===== src/rtl/alu_result_fifo.sv =====
// In-order result buffer for the ALU output: stores {error, data} pairs in a
// DEPTH-entry ring and tracks a sticky error flag and a running flag.
module alu_result_fifo #(
    parameter int WIDTH = 16,
    parameter int DEPTH = 4
) (
    input  logic                         clock,
    input  logic                         reset,
    input  logic                         clear,
    // Handshakes: a transfer happens on a rising edge where valid && ready;
    // in_ready and out_valid come from registered state only.
    input  logic                         in_valid,
    output logic                         in_ready,
    input  logic [WIDTH-1:0]             in_data,
    input  logic                         in_error,
    output logic                         out_valid,
    input  logic                         out_ready,
    output logic [WIDTH-1:0]             out_data,
    output logic                         out_error,
    output logic [$clog2(DEPTH+1)-1:0]   count,
    output logic                         running,
    output logic                         error_sticky
);

    localparam int CW = $clog2(DEPTH + 1);
    localparam int AW = $clog2(DEPTH);
    localparam logic [CW-1:0] FULL_COUNT = CW'(DEPTH);

    logic [WIDTH:0]  r_mem [DEPTH];
    logic [AW-1:0]   r_wr_ptr;
    logic [AW-1:0]   r_rd_ptr;
    logic [CW-1:0]   r_count;
    logic            r_sticky;
    logic            r_running;

    logic            w_push;
    logic            w_pop;
    logic [WIDTH:0]  w_head;

    always_comb begin
        in_ready  = (r_count != FULL_COUNT);
        out_valid = (r_count != '0);
        w_push    = in_valid && in_ready;
        w_pop     = out_valid && out_ready;
        w_head    = r_mem[r_rd_ptr];
    end

    // Head is masked so a stale slot never leaks out while the FIFO is empty.
    assign out_data     = out_valid ? w_head[WIDTH-1:0] : '0;
    assign out_error    = out_valid ? w_head[WIDTH] : 1'b0;
    assign count        = r_count;
    assign running      = r_running;
    assign error_sticky = r_sticky;

    always_ff @(posedge clock) begin
        if (w_push && !clear) begin
            r_mem[r_wr_ptr] <= {in_error, in_data};
        end
    end

    always_ff @(posedge clock or posedge reset) begin
        if (reset) begin
            r_wr_ptr  <= '0;
            r_rd_ptr  <= '0;
            r_count   <= '0;
            r_sticky  <= 1'b0;
            r_running <= 1'b0;
        end else begin
            r_running <= 1'b1;
            if (clear) begin
                r_wr_ptr <= '0;
                r_rd_ptr <= '0;
                r_count  <= '0;
                r_sticky <= 1'b0;
            end else begin
                if (w_push) begin
                    r_wr_ptr <= r_wr_ptr + AW'(1);
                    if (in_error) begin
                        r_sticky <= 1'b1;
                    end
                end
                if (w_pop) begin
                    r_rd_ptr <= r_rd_ptr + AW'(1);
                end
                case ({w_push, w_pop})
                    2'b10:   r_count <= r_count + CW'(1);
                    2'b01:   r_count <= r_count - CW'(1);
                    default: r_count <= r_count;
                endcase
            end
        end
    end

endmodule


===== config.mk =====
export PLATFORM = sky130hd
export DESIGN_NAME = alu_result_fifo
export DESIGN_NICKNAME = d
export VERILOG_FILES = /design/src/rtl/alu_result_fifo.sv
export SDC_FILE = /design/constraint.sdc
export NUM_CORES = 1
export LEC_CHECK = 0
export ABC_AREA = 1
export CORE_UTILIZATION = 26
export CTS_CLUSTER_DIAMETER = 150
export DETAILED_ROUTE_END_ITERATION = 16
export PLACE_DENSITY = 0.43
export SYNTH_ARGS = -nofsm -noshare
export SYNTH_HDL_FRONTEND = slang
export SYNTH_SLANG_ARGS = --single-unit

===== constraint.sdc =====
create_clock -name clock -period 2.1 [get_ports clock]
set_input_delay 0.42 -clock clock [delete_from_list [all_inputs] [get_ports clock]]
set_output_delay 0.42 -clock clock [all_outputs]
set_load 0.01 [all_outputs]

# After elaboration in Yosys (flattened, before gate mapping)
# Memories as Yosys holds them, arrays and structs flattened.
# Index checks and enable logic that the tools add are counted.
[word_totals] ramBits=68 mem_count=1 inputBits=22 ff_bits=9 out_inout_bits=24
[op_classes] muxes=13 addsub=4 reduce_logical=10 eq_ne=3
[memory_table] memory="r_mem" words=4 word_bits=17 rd=1 rd_clocked_by_memory_dff=0 write_ports=1 line_no="29" text="logic [WIDTH:0] r_mem [DEPTH];"
[op_table] op="two-way mux 16 bit" n=1
[op_table] op="two-way mux 2 bit" n=4
[op_table] op="two-way mux 1 bit" n=6
[op_table] op="one-hot mux 3 bit (2 select lines)" n=1
[op_table] op="nonzero test 2 bit" n=3
[op_table] op="nonzero test 3 bit" n=2
[op_table] op="adder 2 x 1 -> 2 bit, second input constant" n=2
[op_table] op="adder 3 x 1 -> 3 bit, second input constant" n=1
[op_table] op="logical AND 1 bit" n=3
[op_table] op="two-way mux 3 bit" n=1
[op_table] op="!= test 3 bit, second input constant" n=1
[op_table] op="subtractor 3 x 1 -> 3 bit, second input constant" n=1
[op_table] op="== test 2 x 1 -> 1 bit, second input constant" n=1
[op_table] op="== test 2 bit, second input constant" n=1
[op_table] op="AND reduction 2 bit" n=1
[op_table] op="logical NOT 1 bit" n=1

# Depth between registers and ports, before layout
# Gate-level depths: netlist (run 1).
[logic_depth] word_depth=5 depth_mapped=12

# Least setup slack after synthesis (run 1)
# No wires, ideal clock.
[synth_timing] path_type="flip-flop to flip-flop" startpoint="register r_count[0] (netlist: count[0])" endpoint="memory r_mem[0][0] in the netlist's numbering (enable)" setup_slack_ns=-0.006 arrival_time_ns=1.715 setup_time_ns=0.391 stages_incl_launch_ff=7 n_path_buf=0 cell_sequence="dfrtp_1 > nor2_2 > nand2_2 > nand2_4 > nor2_2 > inv_1 > nor2_1"
[synth_via] elab_chain_cells=5
[synth_lines] element="from (decl)" line_no="32" text="logic [CW-1:0] r_count;"
[synth_lines] element="from (signal assigned)" line_no="86" text="2'b10: r_count <= r_count + CW'(1);"
[synth_lines] element="from (signal assigned)" line_no="87" text="2'b01: r_count <= r_count - CW'(1);"
[synth_lines] element="from (signal assigned)" line_no="88" text="default: r_count <= r_count;"
[synth_lines] element="!= test 3 bit" line_no="41" text="in_ready = (r_count != FULL_COUNT);"
[synth_lines] element="via in_ready" line_no="13" text="output logic in_ready,"
[synth_lines] element="logical AND 1 bit" line_no="43" text="w_push = in_valid && in_ready;"
[synth_lines] element="logical AND 1 bit" line_no="56" text="if (w_push && !clear) begin"
[synth_lines] element="two-way mux 1 bit" line_no="56"
[synth_lines] element="two-way mux 1 bit (implied by the code)" line_no="57" text="r_mem[r_wr_ptr] <= {in_error, in_data};"
[synth_lines] element="to (decl)" line_no="29"
# The timed path passes the listed nets, and every way through them passes these cells.

# Final worst setup path (run 1)
[layout_timing] startpoint="register r_rd_ptr[1]" endpoint="output port out_data[10]"
[layout_via] elab_chain_cells=2
[layout_lines] element="from (decl)" line_no="31" text="logic [AW-1:0] r_rd_ptr;"
[layout_lines] element="from (signal assigned)" line_no="83" text="r_rd_ptr <= r_rd_ptr + AW'(1);"
[layout_lines] element="memory read (4 x 17 bit)"
[layout_lines] element="two-way mux 16 bit" line_no="49" text="assign out_data = out_valid ? w_head[WIDTH-1:0] : '0;"
[layout_lines] element="to (decl)" line_no="18" text="output logic [WIDTH-1:0] out_data,"
# No other way between the ends.

==> results of run 1 <==
-- registers in the layout, summed over array words and instances, names as in the netlist --
register      flops
r_wr_ptr          2
running           1
error_sticky      1
count             3
r_rd_ptr          2
r_mem            68
-- kinds of logic (layout without fill, tap and decap cells) --
| group | after synthesis | after routing |
|---|---|---|
| and+or+nand+nor | 99 | 99 |
| other | 1 | 1 |
| DFF | 77 | 77 |
| adders and majority gates | 5 | 5 |
| buffers and inverters | 27 | 104 |
| AOI/OAI and AO/OA | 58 | 58 |
| xor gates and xnor gates | 1 | 1 |
-- worst max-delay path by stage --
stage | end
finish | out_data[10]
global route | out_data[10]
CTS | out_data[14]
detailed placement | count[2]$_DFFE_PP0P_
global placement | count[2]$_DFFE_PP0P_
floorplan | r_mem[0][0]$_DFFE_PP_
-- timing repair --
action                     4_1_cts  5_1_grt
pin swaps                        1        2
gates cloned                     0        0
resized for setup               21       19
setup endpoints to repair       17       12
-- layer usage --
layer | share of wire [%] | GRT usage (%)
met3 | 4.2 | 3.91
met4 | 1.1 | 3.95
met2 | 49 | 20.7
met5 | 0 | 0
met1 | 46 | 15.1
-- power by group through the flow --
stage	logic (mW)	registers [mW]	clock network (mW)
2_1_floorplan	0.919	1.88	0
3_3_place_gp	2.02	1.86	0
3_5_place_dp	2.02	1.86	0
4_1_cts	1.89	1.84	1.69
5_1_grt	2.04	1.85	1.76
6_report	1.84	1.84	1.65
-- synth_stat cells --
cell type / n
buf_4: 4
fa_1: 1
inv_2: 3
edfxtp_1: 68
nand3_2: 1
buf_2: 5
o21ai_0: 28
dfrtp_1: 9
xnor2_1: 1
nand2_1: 13
a21oi_2: 1
nand2_4: 3
o21ai_1: 9
nand3_1: 3
clkbuf_2: 2
ha_1: 4
nor2_1: 72
a21oi_1: 19
nand3b_1: 1
a22o_1: 1
nand2_2: 3
nor2_2: 3
inv_1: 12
inv_4: 1
conb_1: 1
-- cell type report --
type | count | area [sq um] | area share [%]
clock inverter | 7 | 96.3 | 2.23
timing repair buffer | 72 | 676 | 15.6
tap | 147 | 184 | 4.25
multi-input combinational | 164 | 812 | 18.8
inverter | 16 | 62.6 | 1.45
clock buffer | 9 | 225 | 5.21
sequential | 77 | 2270 | 52.5
==> impl_metrics.tcl, run 1 <==
set metrics [dict create \
    worst_ep_required_time_ps 1680 \
    root_buffer "clkbuf_16" \
    synthMuxAreaShare_pct 0 \
    r2r_start "count[2]$_DFFE_PP0P_" \
    p_int_mw 3.65 \
    leakagePower_nw 1.66 \
    vias_per_cell 4.35 \
    max_freq_ghz 0.488 \
    synthTopCellsByArea "edfxtp_1 64%, nor2_1 8.5%, dfrtp_1 7.0%" \
    hold_path_class "in -> async" \
    slowest_stage "dfrtp_2" \
    p_switching_mw 1.69 \
    max_stage_delay_ps 430 \
    synth_top_area_share_pct 63.8 \
    reg2reg_depth 12 \
    drt_iter0_drc 89 \
    diodes 0 \
    die_area_sq_um 12700 \
    drt-total-wl_mm 7.11 \
    drv_cap 0 \
    area_growth_syn_to_layout_pct 35.3 \
    hpwl_mm 4.70 \
    path_delay_family "buffers and inverters" \
    routedWlPerCell_um 14.5 \
    final_util_pct 36.0 \
    critPathMaxFanout 11 \
    status "finished, final reports clean" \
    dr.pass1.iters 4 \
    vdd_drop_max_uv 543 \
    yosys.cell_types.count 25 \
    placed_cell_area_sq_um 4020 \
    yosys.area.top_type "edfxtp_1" \
    clk_pin_slew_ps 60 \
    fin_skew_ps 4.36 \
    setup_tns_ps 0 \
    initial_utilization_pct 26.6 \
    synth_area_sq_um 3200 \
    antenna_found_initial 0 \
    hold_viol_final 0 \
    arrival_ps 1630 \
    drc_errors 0 \
    finalCritPeriodShare_pct 97.5 \
    post_cts_buffers 0 \
    cts_hold_buf 0 \
    report.final.slew_viol_count 0 \
    synth.avg_cell_area_sq_um 11.9 \
    syn_inst 268 \
    pwr_density_cell_nw_per_um2 1230 \
    cts_made_buffers 9 \
    synth_compound_area_share_pct 9.31 \
    coreArea_sq_um 12000 \
    die_h_um 113 \
    path_buf_inv 2 \
    cts_tree "yes" \
    endpoint_kind "output pin" \
    cp-start-kind "flop" \
    finalCriticalPeriod_ps 2050 \
    final_antenna_net_count 0 \
    overflow 0 \
    r2r_setup_slack_ps 290 \
    final_cell_mix "72 x nor2_1, 68 x edfxtp_1, 28 x o21ai_0, 28 x clkdlybuf4s50_1, 20 x buf_4" \
    startpoint "r_rd_ptr[1]$_DFFE_PP0P_" \
    io_pins 46 \
    grt.total_usage_pct 12.3 \
    final_cells 492 \
    synth-simple-area-share_pct 13.2 \
    die_x_um 113 \
    switching_share_pct 31.6 \
    synth_top_family_by_area "simple AND/OR/NAND/NOR gates" \
    setup_violations 0 \
    dr_total_vias 2140 \
    power.clock.fraction_pct 30.9 \
    n_fill_cell 1211 \
    grt_pass1_wl_mm 11.5 \
    portBuffers 45 \
    clockBufferDepth 2 \
    grt_pass1_vias 2197 \
    synth_adder_area_share_pct 2.19 \
    yosys_register_bits 77 \
    power.total_mw 5.33 \
    htree_num_levels 3 \
    place_inst 476 \
    p_seq_share_pct 34.5 \
    yosysSeqAreaShare_pct 70.9 \
    finish.instance_area_sq_um 4330 \
    final_common_cell "nor2_1" \
    timing.hold.ws_ps 361 \
    rsz0062_at_grt "yes" \
    comb_power_share_pct 34.6 \
    nNetsFinal 367 \
    crit_type "reg -> out" \
    crit_cells 5 \
    yosys_warnings 0 \
    clkLatencyLatePin_ps 330 \
    finalWorstSetupSlack_ps 51.5 \
    synth-xor-area-share_pct 0.274 \
    drive_gt1_share_pct 19.1 \
    cts.sinks 77 \
    place_ws_ps -6.80 \
    rows 40 \
    path_cells "buf_4, nor2_1, o21ai_0, a21oi_2, dlygate4sd2_1" \
    place_congestion 0.814 \
    r2r_end "count[2]$_DFFE_PP0P_" \
    grt_max_degree 22 \
    synth_nets 295 \
]
Note: power is estimated with default switching activity, not from simulation.
==> inputs of run 2 (changes only) <==
--- a/config.mk
+++ b/config.mk
@@ -10,6 +10,7 @@
 export CTS_CLUSTER_DIAMETER = 150
 export DETAILED_ROUTE_END_ITERATION = 16
 export PLACE_DENSITY = 0.43
+export RECOVER_POWER = 100
 export SYNTH_ARGS = -nofsm -noshare
 export SYNTH_HDL_FRONTEND = slang
 export SYNTH_SLANG_ARGS = --single-unit
==> impl_metrics.tcl, run 2 (synthesis gave the netlist of run 1 again) <==
set metrics [dict create \
    antenna_found_initial 0 \
    report.final.slew_viol_count 0 \
    final_antenna_net_count 0 \
    final_common_cell "nor2_1" \
    leakagePower_nw 1.63 \
    overflow 0 \
    vias_per_cell 4.36 \
    area_growth_syn_to_layout_pct 33.3 \
    cts_tree "yes" \
    finalWorstSetupSlack_ps 49.0 \
    drv_cap 0 \
    grt_max_degree 22 \
    grt_pass1_wl_mm 11.5 \
    arrival_ps 1630 \
    regMostFlops "r_mem" \
    crit_path_end "out_data[10]" \
    vdd_drop_max_uv 502 \
    hpwl_mm 4.70 \
    rows 40 \
    clockBufferDepth 2 \
    grt_pass1_vias 2197 \
    pwr_density_cell_nw_per_um2 1230 \
    startpoint "r_rd_ptr[1]$_DFFE_PP0P_" \
    crit_type "reg -> out" \
    hold_path_class "in -> async" \
    dr.pass1.iters 4 \
    clkLatencyLatePin_ps 330 \
    die_area_sq_um 12700 \
    r2r_setup_slack_ps 210 \
    largest_reg_flops 68 \
    drt-total-wl_mm 7.12 \
    finalCritPeriodShare_pct 97.7 \
    finalCriticalPeriod_ps 2050 \
    r2r_end "r_mem[2][11]$_DFFE_PP_" \
    diodes 0 \
    io_pins 46 \
    nNetsFinal 367 \
    max_freq_ghz 0.488 \
    finish.instance_area_sq_um 4260 \
    place_ws_ps -6.80 \
    worst_ep_required_time_ps 1680 \
    htree_num_levels 3 \
    die_h_um 113 \
    root_buffer "clkbuf_16" \
    reg2reg_depth 7 \
    endpoint_kind "output pin" \
    status "finished, final reports clean" \
    cp-start-kind "flop" \
    setup_violations 0 \
    drive_gt1_share_pct 16.2 \
    cts_made_buffers 9 \
    placed_cell_area_sq_um 4020 \
    final_cell_mix "73 x nor2_1, 68 x edfxtp_1, 28 x o21ai_0" \
    drt_iter0_drc 83 \
    portBuffers 45 \
    drc_errors 0 \
    initial_utilization_pct 26.6 \
    r2r_start "count[2]$_DFFE_PP0P_" \
    cts.sinks 77 \
    clk_pin_slew_ps 60 \
    fin_skew_ps 4.11 \
    dr_total_vias 2143 \
    coreArea_sq_um 12000 \
    critPathMaxFanout 11 \
    grt.total_usage_pct 12.3 \
    die_x_um 113 \
    routedWlPerCell_um 14.5 \
    rsz0062_at_grt "yes" \
    hold_viol_final 0 \
    place_congestion 0.814 \
]
[run 2: worst min-delay path by stage]
stage                                           to  slack (ps)  depth (start not counted)
after floorplan               count[0]$_DFFE_PP0P_         250                          1
final                            running$_DFF_PP0_         500                          2
after detailed placement  error_sticky$_DFFE_PP0P_         500                          1
after global routing             running$_DFF_PP0_         540                          2
after global placement    error_sticky$_DFFE_PP0P_         500                          1
after CTS                  r_wr_ptr[0]$_DFFE_PP0P_         380                          2
[run 2: final cells by class]
class | count | area [sq um]
Multi-Input combinational cell | 164 | 803
Sequential cell | 77 | 2270
Timing Repair Buffer | 72 | 622
Inverter | 16 | 62.6
Tap cell | 147 | 184
Clock inverter | 7 | 96.3
Clock buffer | 9 | 225
Fill cell | 1232 | 7750
[run 2: timing repair]
action	in CTS	in global routing
buffers inserted	0	0
gates resized for setup	21	19
pin swaps	1	2
endpoints found under the hold margin	0	0
gates cloned	0	0
setup endpoints to repair	17	12
hold buffers	0	0
[run 2: where the power goes]
| group | internal, mW | switching, mW | total [mW] | leakage [nW] |
|---|---|---|---|---|
| Clock | 1.04 | 0.607 | 1.65 | 0.150 |
| Combinational | 0.754 | 1.01 | 1.77 | 0.751 |
| Sequential | 1.78 | 0.0586 | 1.84 | 0.733 |
[run 2: worst max-delay path: stages, from the launching register on]
cell           delay, ps
dfrtp_2              430
buf_4                200
nor2_1               100
o21ai_0              110
a21oi_2              170
dlygate4sd2_1        290
[run 2: routing by layer]
metal | track usage, % | vias up | share of wire (%) | wire length (um)
li1 | - | 1067 | - | -
met1 | 15.1 | 1028 | 46 | 3280
met2 | 20.7 | 40 | 49 | 3490
met3 | 3.91 | 8 | 3.8 | 268
met4 | 3.95 | 0 | 1.2 | 85
met5 | 0 | - | 0 | 0
[run 2: per-stage QoR]
step                total power, mW  instances  setup TNS [ps]  hold slack (ps)  util (%)
floorplan                      2.80        268            -381              248         -
global placement               3.88        476               0              503      33.5
detailed placement             3.88        476           -6.80              504      33.5
CTS                            5.42        492               0              376      36.1
global route                   5.58        492           -66.2              543      35.5
finish                         5.26        492               0              497      35.5
==> inputs of run 3 (changes only) <==
--- a/config.mk
+++ b/config.mk
@@ -5,7 +5,6 @@
 export SDC_FILE = /design/constraint.sdc
 export NUM_CORES = 1
 export LEC_CHECK = 0
-export ABC_AREA = 1
 export CORE_UTILIZATION = 26
 export CTS_CLUSTER_DIAMETER = 150
 export DETAILED_ROUTE_END_ITERATION = 16
==> impl_metrics.tcl, run 3 <==
set metrics [dict create \
    status "finished with violations" \
    violations "setup timing" \
    path_cells "buf_8, mux4_2, and2_4, buf_6" \
    r2r_end "count[2]$_DFFE_PP0P_" \
    regMostFlops "r_mem" \
    arrival_ps 1700 \
    p_switching_uw 971 \
    yosys.cell_types.count 33 \
    die_h_um 113 \
    comb_power_share_pct 21.2 \
    slowest_stage "mux4_2" \
    cp-start-kind "flop" \
    setup_violations 3 \
    finalWorstSetupSlack_ps -16.6 \
    power.clock.fraction_pct 34.4 \
    path_delay_family "multiplexers" \
    final_antenna_net_count 0 \
    place_congestion 0.718 \
    leakagePower_nw 1.51 \
    syn_inst 176 \
    critPathMaxFanout 6 \
    area_growth_syn_to_layout_pct 33.9 \
    coreArea_sq_um 12000 \
    root_buffer "clkbuf_16" \
    final_common_cell "edfxtp_1" \
    r2r_start "count[1]$_DFFE_PP0P_" \
    path_buf_inv 2 \
    rows 40 \
    reg2reg_depth 6 \
    hpwl_mm 4.01 \
    met3_usage_pct 3.00 \
    hold_path_class "in -> async" \
    drc_errors 0 \
    synth_nets 203 \
    dr_total_vias 1712 \
    clockBufferDepth 2 \
    grt-busiest-layer "met2" \
    cts_hold_buf 0 \
    yosysSeqAreaShare_pct 70.9 \
    synth_most_common_cell "edfxtp_1" \
    initial_utilization_pct 26.6 \
    clk_pin_slew_ps 60 \
    async_flop_share_pct 11.7 \
    grtUsageMet1_pct 12.7 \
    nNetsFinal 273 \
    worst_ep_required_time_ps 1680 \
    finalCritPeriodShare_pct 101 \
    die_x_um 113 \
    synth_ff_type "edfxtp_1" \
    synth_edf_count 68 \
    p_seq_share_pct 44.4 \
    drt-total-wl_mm 6.14 \
    cts.sinks 77 \
    diodes 0 \
    synthTopCellsByCount "68 x edfxtp_1, 21 x and2_1, 13 x mux4_2" \
    pwr_density_cell_nw_per_um2 930 \
    die_area_sq_um 12700 \
    max_stage_delay_ps 520 \
    max_freq_ghz 0.472 \
    switching_share_pct 24.4 \
    vdd_drop_max_uv 470 \
    io_pins 46 \
    clkLatencyLatePin_ps 330 \
    hold_viol_final 0 \
    yosys_register_bits 77 \
    drv_cap 0 \
    report.final.slew_viol_count 0 \
    yosys_warnings 0 \
    power.total_mw 3.98 \
    cts_made_buffers 9 \
    portBuffers 45 \
    finalCriticalPeriod_ps 2120 \
    met2_usage_pct 18.7 \
    grt_pass1_vias 1917 \
    grt_pass1_wl_mm 10.2 \
    p_int_mw 3.01 \
    grt_max_degree 21 \
    r2r_setup_slack_ps 130 \
    crit_type "reg -> out" \
    endpoint_kind "output pin" \
    grt.total_usage_pct 11.0 \
    synth_area_sq_um 3200 \
    rsz0062_at_grt "yes" \
    dr.pass1.iters 4 \
    largest_reg_flops 68 \
    routedWlPerCell_um 15.4 \
    drt_iter0_drc 72 \
    synth_top_area_share_pct 63.9 \
    drive_gt1_share_pct 33.5 \
    antenna_found_initial 0 \
    cts_tree "yes" \
    vias_per_cell 4.30 \
    fin_skew_ps 4.24 \
    synthTopCellsByArea "edfxtp_1 64%, mux4_2 9.2%, dfrtp_1 7.0%" \
    synth.avg_cell_area_sq_um 18.2 \
    final_cell_mix "68 x edfxtp_1, 18 x dlygate4sd3_1, 17 x mux4_2" \
    setup_tns_ps -37.4 \
    htree_num_levels 3 \
    yosys.area.top_type "edfxtp_1" \
    overflow 0 \
]
[run 3: worst max-delay path by stage]
stage,startpoint,end,slack (ps),cells after the start
after detailed placement,r_rd_ptr[0]$_DFFE_PP0P_,out_error,-90,4
after global placement,r_rd_ptr[0]$_DFFE_PP0P_,out_error,-80,4
after floorplan,count[1]$_DFFE_PP0P_,count[2]$_DFFE_PP0P_,3,7
after CTS,r_rd_ptr[0]$_DFFE_PP0P_,out_data[3],-120,5
after global routing,r_rd_ptr[0]$_DFFE_PP0P_,out_data[4],-100,4
final,r_rd_ptr[0]$_DFFE_PP0P_,out_data[0],-20,4
[run 3: cell families after synthesis]
kind of cell | share of synthesized area, %
buffers and inverters | 2.35
adders and majority gates | 2.19
AOI/OAI and AO/OA | 1.96
xor gates and xnor gates | 1.10
and+or+nand+nor | 8.54
DFF | 70.9
muxes | 12.8
other | 0.117
[run 3: layer usage]
metal	wire length, um	vias to the layer above
met5	0	-
met4	118	0
met3	261	10
met2	3140	36
met1	2630	847
li1	-	819
[run 3: final cells by class]
class | instances | area [sq um]
clock buffer | 9 | 225
clock inverter | 7 | 41.3
fill | 1166 | 7730
inverter | 3 | 11.3
multi-input combinational | 87 | 863
sequential | 77 | 2270
tap | 147 | 184
timing repair buffer | 68 | 686
[run 3: power groups by stage]
| stage | Combinational [mW] | Clock (mW) | Sequential [mW] |
|---|---|---|---|
| after floorplan | 0.414 | 0 | 1.80 |
| after global placement | 0.839 | 0 | 1.79 |
| after detailed placement | 0.839 | 0 | 1.79 |
| after CTS | 0.873 | 1.42 | 1.77 |
| after global routing | 0.938 | 1.47 | 1.77 |
| final | 0.844 | 1.37 | 1.77 |
[run 3: worst register-to-register path, stage by stage (launching register included)]
cell      delay (ps)
dfrtp_1          380
or3_4            420
and3_1           190
fa_1             410
nor3_1           210
nand3b_1         100
a31oi_1          170
[run 3: what timing repair did]
item                       CTS  global route
pin swaps                    7             9
gates cloned                 1             0
gates resized for setup     87            15
setup endpoints to repair   19            17
buffers inserted             4             1
[run 3: metrics by stage]
step	setup slack, ps	instances	utilization [%]	hold slack [ps]	cell area, sq um
5_1_grt	-96.5	398	35.6	533	4280
6_report	-16.6	398	35.6	505	4280
4_1_cts	-123	401	35.8	381	4300
3_5_place_dp	-86.3	380	33.4	489	4010
3_3_place_gp	-76.3	380	33.4	496	4010
2_1_floorplan	2.74	176	-	248	3200
